--- src/rtl/rram_sched.sv ---
// rram_sched: round-robin scheduler that time-shares the single RRAM compute
// mux unit between NREQ requesters. Each grant latches one 4 x 8-bit operand
// vector, issues it with a one-cycle start pulse, waits the unit latency,
// captures the result and returns it tagged with the owning requester index.
//
// Ports:
//   clk, rst        clock (rising edge), asynchronous active-high reset
//   req_valid       per-requester "operand vector pending"
//   req_data        requester i at [32i+31:32i]; byte k feeds vrd(k+1)
//   req_ready       one-hot grant (combinational, IDLE only, 0 during reset)
//   mu_vrd_o        operand register driven onto the mux unit
//   mu_start        one-cycle start pulse to the mux unit
//   mu_res_i        mux unit results; byte k is vrd(k+1)_o
//   resp_valid      captured result available
//   resp_id         requester index owning the result
//   resp_data       captured result
//   resp_ready      consumer accepts the result
//   busy            an operation is in flight (state is not IDLE)
module rram_sched #(
  parameter int unsigned NREQ = 4,
  parameter int unsigned LAT  = 2,
  parameter int unsigned IDW  = (NREQ > 1) ? $clog2(NREQ) : 1
) (
  input  logic                 clk,
  input  logic                 rst,
  input  logic [NREQ-1:0]      req_valid,
  input  logic [NREQ*32-1:0]   req_data,
  output logic [NREQ-1:0]      req_ready,
  output logic [31:0]          mu_vrd_o,
  output logic                 mu_start,
  input  logic [31:0]          mu_res_i,
  output logic                 resp_valid,
  output logic [IDW-1:0]       resp_id,
  output logic [31:0]          resp_data,
  input  logic                 resp_ready,
  output logic                 busy
);

  localparam int unsigned DW = 32;
  localparam int unsigned CW = (LAT > 1) ? $clog2(LAT) : 1;

  typedef enum logic [1:0] {
    S_IDLE,
    S_ISSUE,
    S_WAIT,
    S_RESP
  } state_e;

  state_e          state_q, state_d;
  logic [IDW-1:0]  rr_ptr_q, rr_ptr_d;
  logic [CW-1:0]   cnt_q, cnt_d;
  logic [DW-1:0]   opnd_q, opnd_d;
  logic [IDW-1:0]  id_q, id_d;
  logic [DW-1:0]   res_q, res_d;

  logic            grant_vld;
  logic [IDW-1:0]  grant_idx;
  logic [IDW-1:0]  scan_idx;

  // Round-robin pick: first valid requester at or above rr_ptr, wrapping.
  always_comb begin
    grant_vld = 1'b0;
    grant_idx = '0;
    scan_idx  = '0;
    for (int k = 0; k < int'(NREQ); k++) begin
      scan_idx = IDW'((int'(rr_ptr_q) + k) % int'(NREQ));
      if (!grant_vld && req_valid[scan_idx]) begin
        grant_vld = 1'b1;
        grant_idx = scan_idx;
      end
    end
  end

  // Next-state, register updates and the combinational grant.
  always_comb begin
    state_d   = state_q;
    rr_ptr_d  = rr_ptr_q;
    cnt_d     = cnt_q;
    opnd_d    = opnd_q;
    id_d      = id_q;
    res_d     = res_q;
    req_ready = '0;
    unique case (state_q)
      S_IDLE: begin
        if (grant_vld) begin
          req_ready[grant_idx] = !rst;
          opnd_d   = req_data[int'(grant_idx)*int'(DW) +: DW];
          id_d     = grant_idx;
          rr_ptr_d = IDW'((int'(grant_idx) + 1) % int'(NREQ));
          state_d  = S_ISSUE;
        end
      end
      S_ISSUE: begin
        cnt_d   = CW'(LAT - 1);
        state_d = S_WAIT;
      end
      S_WAIT: begin
        // Counter reaching zero marks the cycle the unit's result is valid.
        if (cnt_q == '0) begin
          res_d   = mu_res_i;
          state_d = S_RESP;
        end else begin
          cnt_d = cnt_q - CW'(1);
        end
      end
      S_RESP: begin
        if (resp_ready) begin
          state_d = S_IDLE;
        end
      end
      default: state_d = S_IDLE;
    endcase
  end

  // State and datapath registers.
  always_ff @(posedge clk or posedge rst) begin
    if (rst) begin
      state_q  <= S_IDLE;
      rr_ptr_q <= '0;
      cnt_q    <= '0;
      opnd_q   <= '0;
      id_q     <= '0;
      res_q    <= '0;
    end else begin
      state_q  <= state_d;
      rr_ptr_q <= rr_ptr_d;
      cnt_q    <= cnt_d;
      opnd_q   <= opnd_d;
      id_q     <= id_d;
      res_q    <= res_d;
    end
  end

  // Outputs decode straight from registers, so reset clears them at once.
  assign mu_vrd_o   = opnd_q;
  assign mu_start   = (state_q == S_ISSUE);
  assign resp_valid = (state_q == S_RESP);
  assign resp_id    = id_q;
  assign resp_data  = res_q;
  assign busy       = (state_q != S_IDLE);

endmodule

--- config.mk ---
export PLATFORM = sky130hd
export DESIGN_NAME = rram_sched
export DESIGN_NICKNAME = d
export VERILOG_FILES = /design/src/rtl/rram_sched.sv
export SDC_FILE = /design/constraint.sdc
export NUM_CORES = 1
export LEC_CHECK = 0
export CAP_MARGIN = 10
export CORE_AREA = 2 2 92 94
export DETAILED_ROUTE_END_ITERATION = 16
export DIE_AREA = 0 0 94 96
export DONT_BUFFER_PORTS = 1
export GPL_TIMING_DRIVEN = 1
export PLACE_DENSITY_LB_ADDON = 0.1
export SLEW_MARGIN = 20
export SYNTH_ARGS = -nofsm -noshare
export SYNTH_HDL_FRONTEND = slang
export SYNTH_SLANG_ARGS = --single-unit
--- constraint.sdc ---
create_clock -name clk -period 3.6 [get_ports clk]
set_clock_uncertainty 0.15 [all_clocks]
set_input_delay 0.72 -clock clk [delete_from_list [all_inputs] [get_ports clk]]
set_output_delay 0.72 -clock clk [all_outputs]
set_load 0.05 [all_outputs]
==> flow_metrics.tcl <==
set metrics [dict create \
    syn_inst 301 \
    grt_antenna_before_repair 0 \
    io_pins 240 \
    synth_top_area_share_pct 46.07 \
    cts_tree "yes" \
    synth_area_leaders "dfrtp_1, mux2i_1, o221ai_2, mux2_2, nand2_1" \
    final_area_mm2 0.004170 \
    routed_wl_um 8473 \
    grt_pass1_wl_um 12390 \
    io_buffers 0 \
    hold_buffers 0 \
    ys_warn_count 0 \
    cp_slowest_cell "and4_1" \
    drv_cap 0 \
    cts_buffer_depth 2 \
    first_pass_iters 4 \
    worstPathRequired_ns 2.73 \
    hold_class "in2reg" \
    critical_path_buf_inv_count 2 \
    maxSlewHeadroom_pct 40.89 \
    drc 0 \
    p_comb_share_pct 31.2 \
    endpoint_kind "primary output" \
    grt_use_total_pct 18.10 \
    seq_power_share_pct 53.8 \
    status "finished clean" \
    viasPerCell 5.958 \
    dpl_cell_area_mm2 0.003926 \
    die_y_um 96 \
    fin_hold_ws_ns 0.3671 \
    netSwitchingPower_w 0.002782 \
    slew_violations 0 \
    routabilityCongestion 0.7729 \
    post-route-min-period_ns 3.114 \
    syn_nets 472 \
    multi_input_area_mm2 0.001888 \
    final_hold_viol_count 0 \
    ff_latch_area_mm2 0.001777 \
    synthDistinctLibCells 30 \
    yosysTopAreaCell "dfrtp_1" \
    rsz0062_at_grt "no" \
    vias 2431 \
    cp_max_fo 4 \
    finalSetupTns_ns 0 \
    start_kind "register" \
    path_common_cell "inv_1" \
    cts_sinks 71 \
    grt_max_degree 72 \
    avgSynthCellArea_um2 12.81 \
    cts-root-buf "clkbuf_8" \
    area_growth_pct 8.144 \
    worst_path_largest_cell_delay_ns 0.56 \
    clkPwrFrac_pct 15.0 \
    period_share_pct 86.50 \
    layout_commonest_cell "dfrtp_1" \
    globalRouteOverflowTotal 0 \
    power_w 0.005183 \
    cts.clk_slew.worst_paths_ns 0.08 \
    die_area_mm2 0.009024 \
    grt_pass1_vias 2491 \
    hpwl_um 6156 \
    vdd_drop_max_v 0.0006305 \
    post_cts_buffers 0 \
    core-area_mm2 0.008051 \
    tightest_slew_ns 0.8867 \
    layout_common_cells "dfrtp_1, mux2i_1, nand2_1, o221ai_2, mux2_2" \
    rows 33 \
    htree_num_levels 3 \
    die_w_um 94 \
    max_freq_ghz 0.3211 \
    clkLatencyLatePin_ns 0.34 \
    synth-seq-cells 71 \
    leakage_nw 1.870 \
    seq_area_frac_synth_pct 46.07 \
    synth.cell_area_mm2 0.003856 \
    postCtsResizedCells 0 \
    cp_top_family "simple AND/OR/NAND/NOR gates" \
    initial_core_util_pct 47.89 \
    nFillCells 690 \
    numCtsBuffers 9 \
    intPower_w 0.002401 \
    path_class "reg2out" \
    nets 469 \
    setup_viol 0 \
    worstPathCellList "inv_1 > ha_1 > inv_1 > nor2_1 > and4_1" \
    power.density_mw_per_mm2 1243 \
    swShare_pct 53.67 \
    placedCellCount 392 \
    final_cells 408 \
    drt-initial-drc-count 66 \
    wl_per_cell_um 20.77 \
    antenna_cells 0 \
    drive_gt1_share_pct 30.36 \
    cp.arrival_ns 2.24 \
    ant_nets 0 \
]
synthesized netlist by cell type:
cell type,number
inv_1,7
nand2b_1,3
mux2i_1,65
nor4b_2,1
o32a_1,1
mux2_1,4
o22ai_1,1
or2_1,1
buf_6,12
clkbuf_1,3
nor2b_1,3
a21o_1,2
dfrtp_1,71
buf_2,8
mux2_2,28
o22ai_2,1
ha_1,4
a211o_1,1
nand2_1,37
xnor2_1,1
nor2_1,5
a221oi_1,1
nor4b_1,1
o221ai_2,29
and4_1,1
o221ai_1,3
o21ai_0,2
buf_4,1
nor4_1,2
a21oi_1,2
state kept, by name, summed over array words and instances (netlist names):
signal	cells
cnt_q	1
mu_vrd_o	32
resp_data	32
resp_id	2
rr_ptr_q	2
state_q	2
cell type report:
class,instances,area share (%)
clock inverters,6,2.790
repair buffers,10,2.400
inverters,7,0.7201
flip-flops and latches,71,42.60
well taps,105,3.150
clock buffers,10,3.060
multi-input cells,199,45.27
worst paths after layout:
path / startpoint / end / slack (ns) / cells after the start
hold reg to reg: cnt_q$_DFFE_PP0P_ / cnt_q$_DFFE_PP0P_ / 0.41 / 2
hold / removal: mu_res_i[1] / resp_data[1]$_DFFE_PP0P_ / 0.37 / 1
setup reg to reg: rr_ptr_q[0]$_DFFE_PP0P_ / mu_vrd_o[3]$_DFFE_PP0P_ / 0.97 / 6
max in group asynchronous: rst / mu_vrd_o[30]$_DFFE_PP0P_ / 2.32 / 2
setup / recovery: state_q[1]$_DFFE_PP0P_ / req_ready[0] / 0.49 / 5
min in group asynchronous: rst / mu_vrd_o[29]$_DFFE_PP0P_ / 0.40 / 2
layer usage:
layer  part of all wire (%)  wire length [um]  global-route usage, %
met5                      0                 0                      0
met4                    1.1                95                  6.884
met3                     11               897                  6.735
met2                     50              4274                  31.19
met1                     38              3205                  20.56
power groups by stage:
stage	clock network [W]	logic [W]	registers, W
5_1_grt	0.000835	0.00179	0.00284
6_report	0.000776	0.00162	0.00279
3_5_place_dp	0	0.00165	0.00281
2_1_floorplan	0	0.00149	0.00270
4_1_cts	0.000801	0.00165	0.00280
3_3_place_gp	0	0.00161	0.00281
cells by family after synthesis:
group                    share of synthesized area (%)
AND/OR/NAND/NOR                                  6.392
adder cells (fa/ha/maj)                          1.298
buffers and inverters                            5.711
multiplexers                                     26.22
AO/OA/AOI/OAI                                    14.08
XOR/XNOR                                        0.2272
flip-flops                                       46.07
per-stage QoR:
stage          worst slack, ns  utilization [%]
2_1_floorplan           0.3863                -
3_3_place_gp            0.6659            48.76
3_5_place_dp            0.6395            48.76
4_1_cts                 0.4619            51.79
5_1_grt                 0.3676            51.79
6_report                0.4860            51.79
Power figures use the tool's default switching activity.
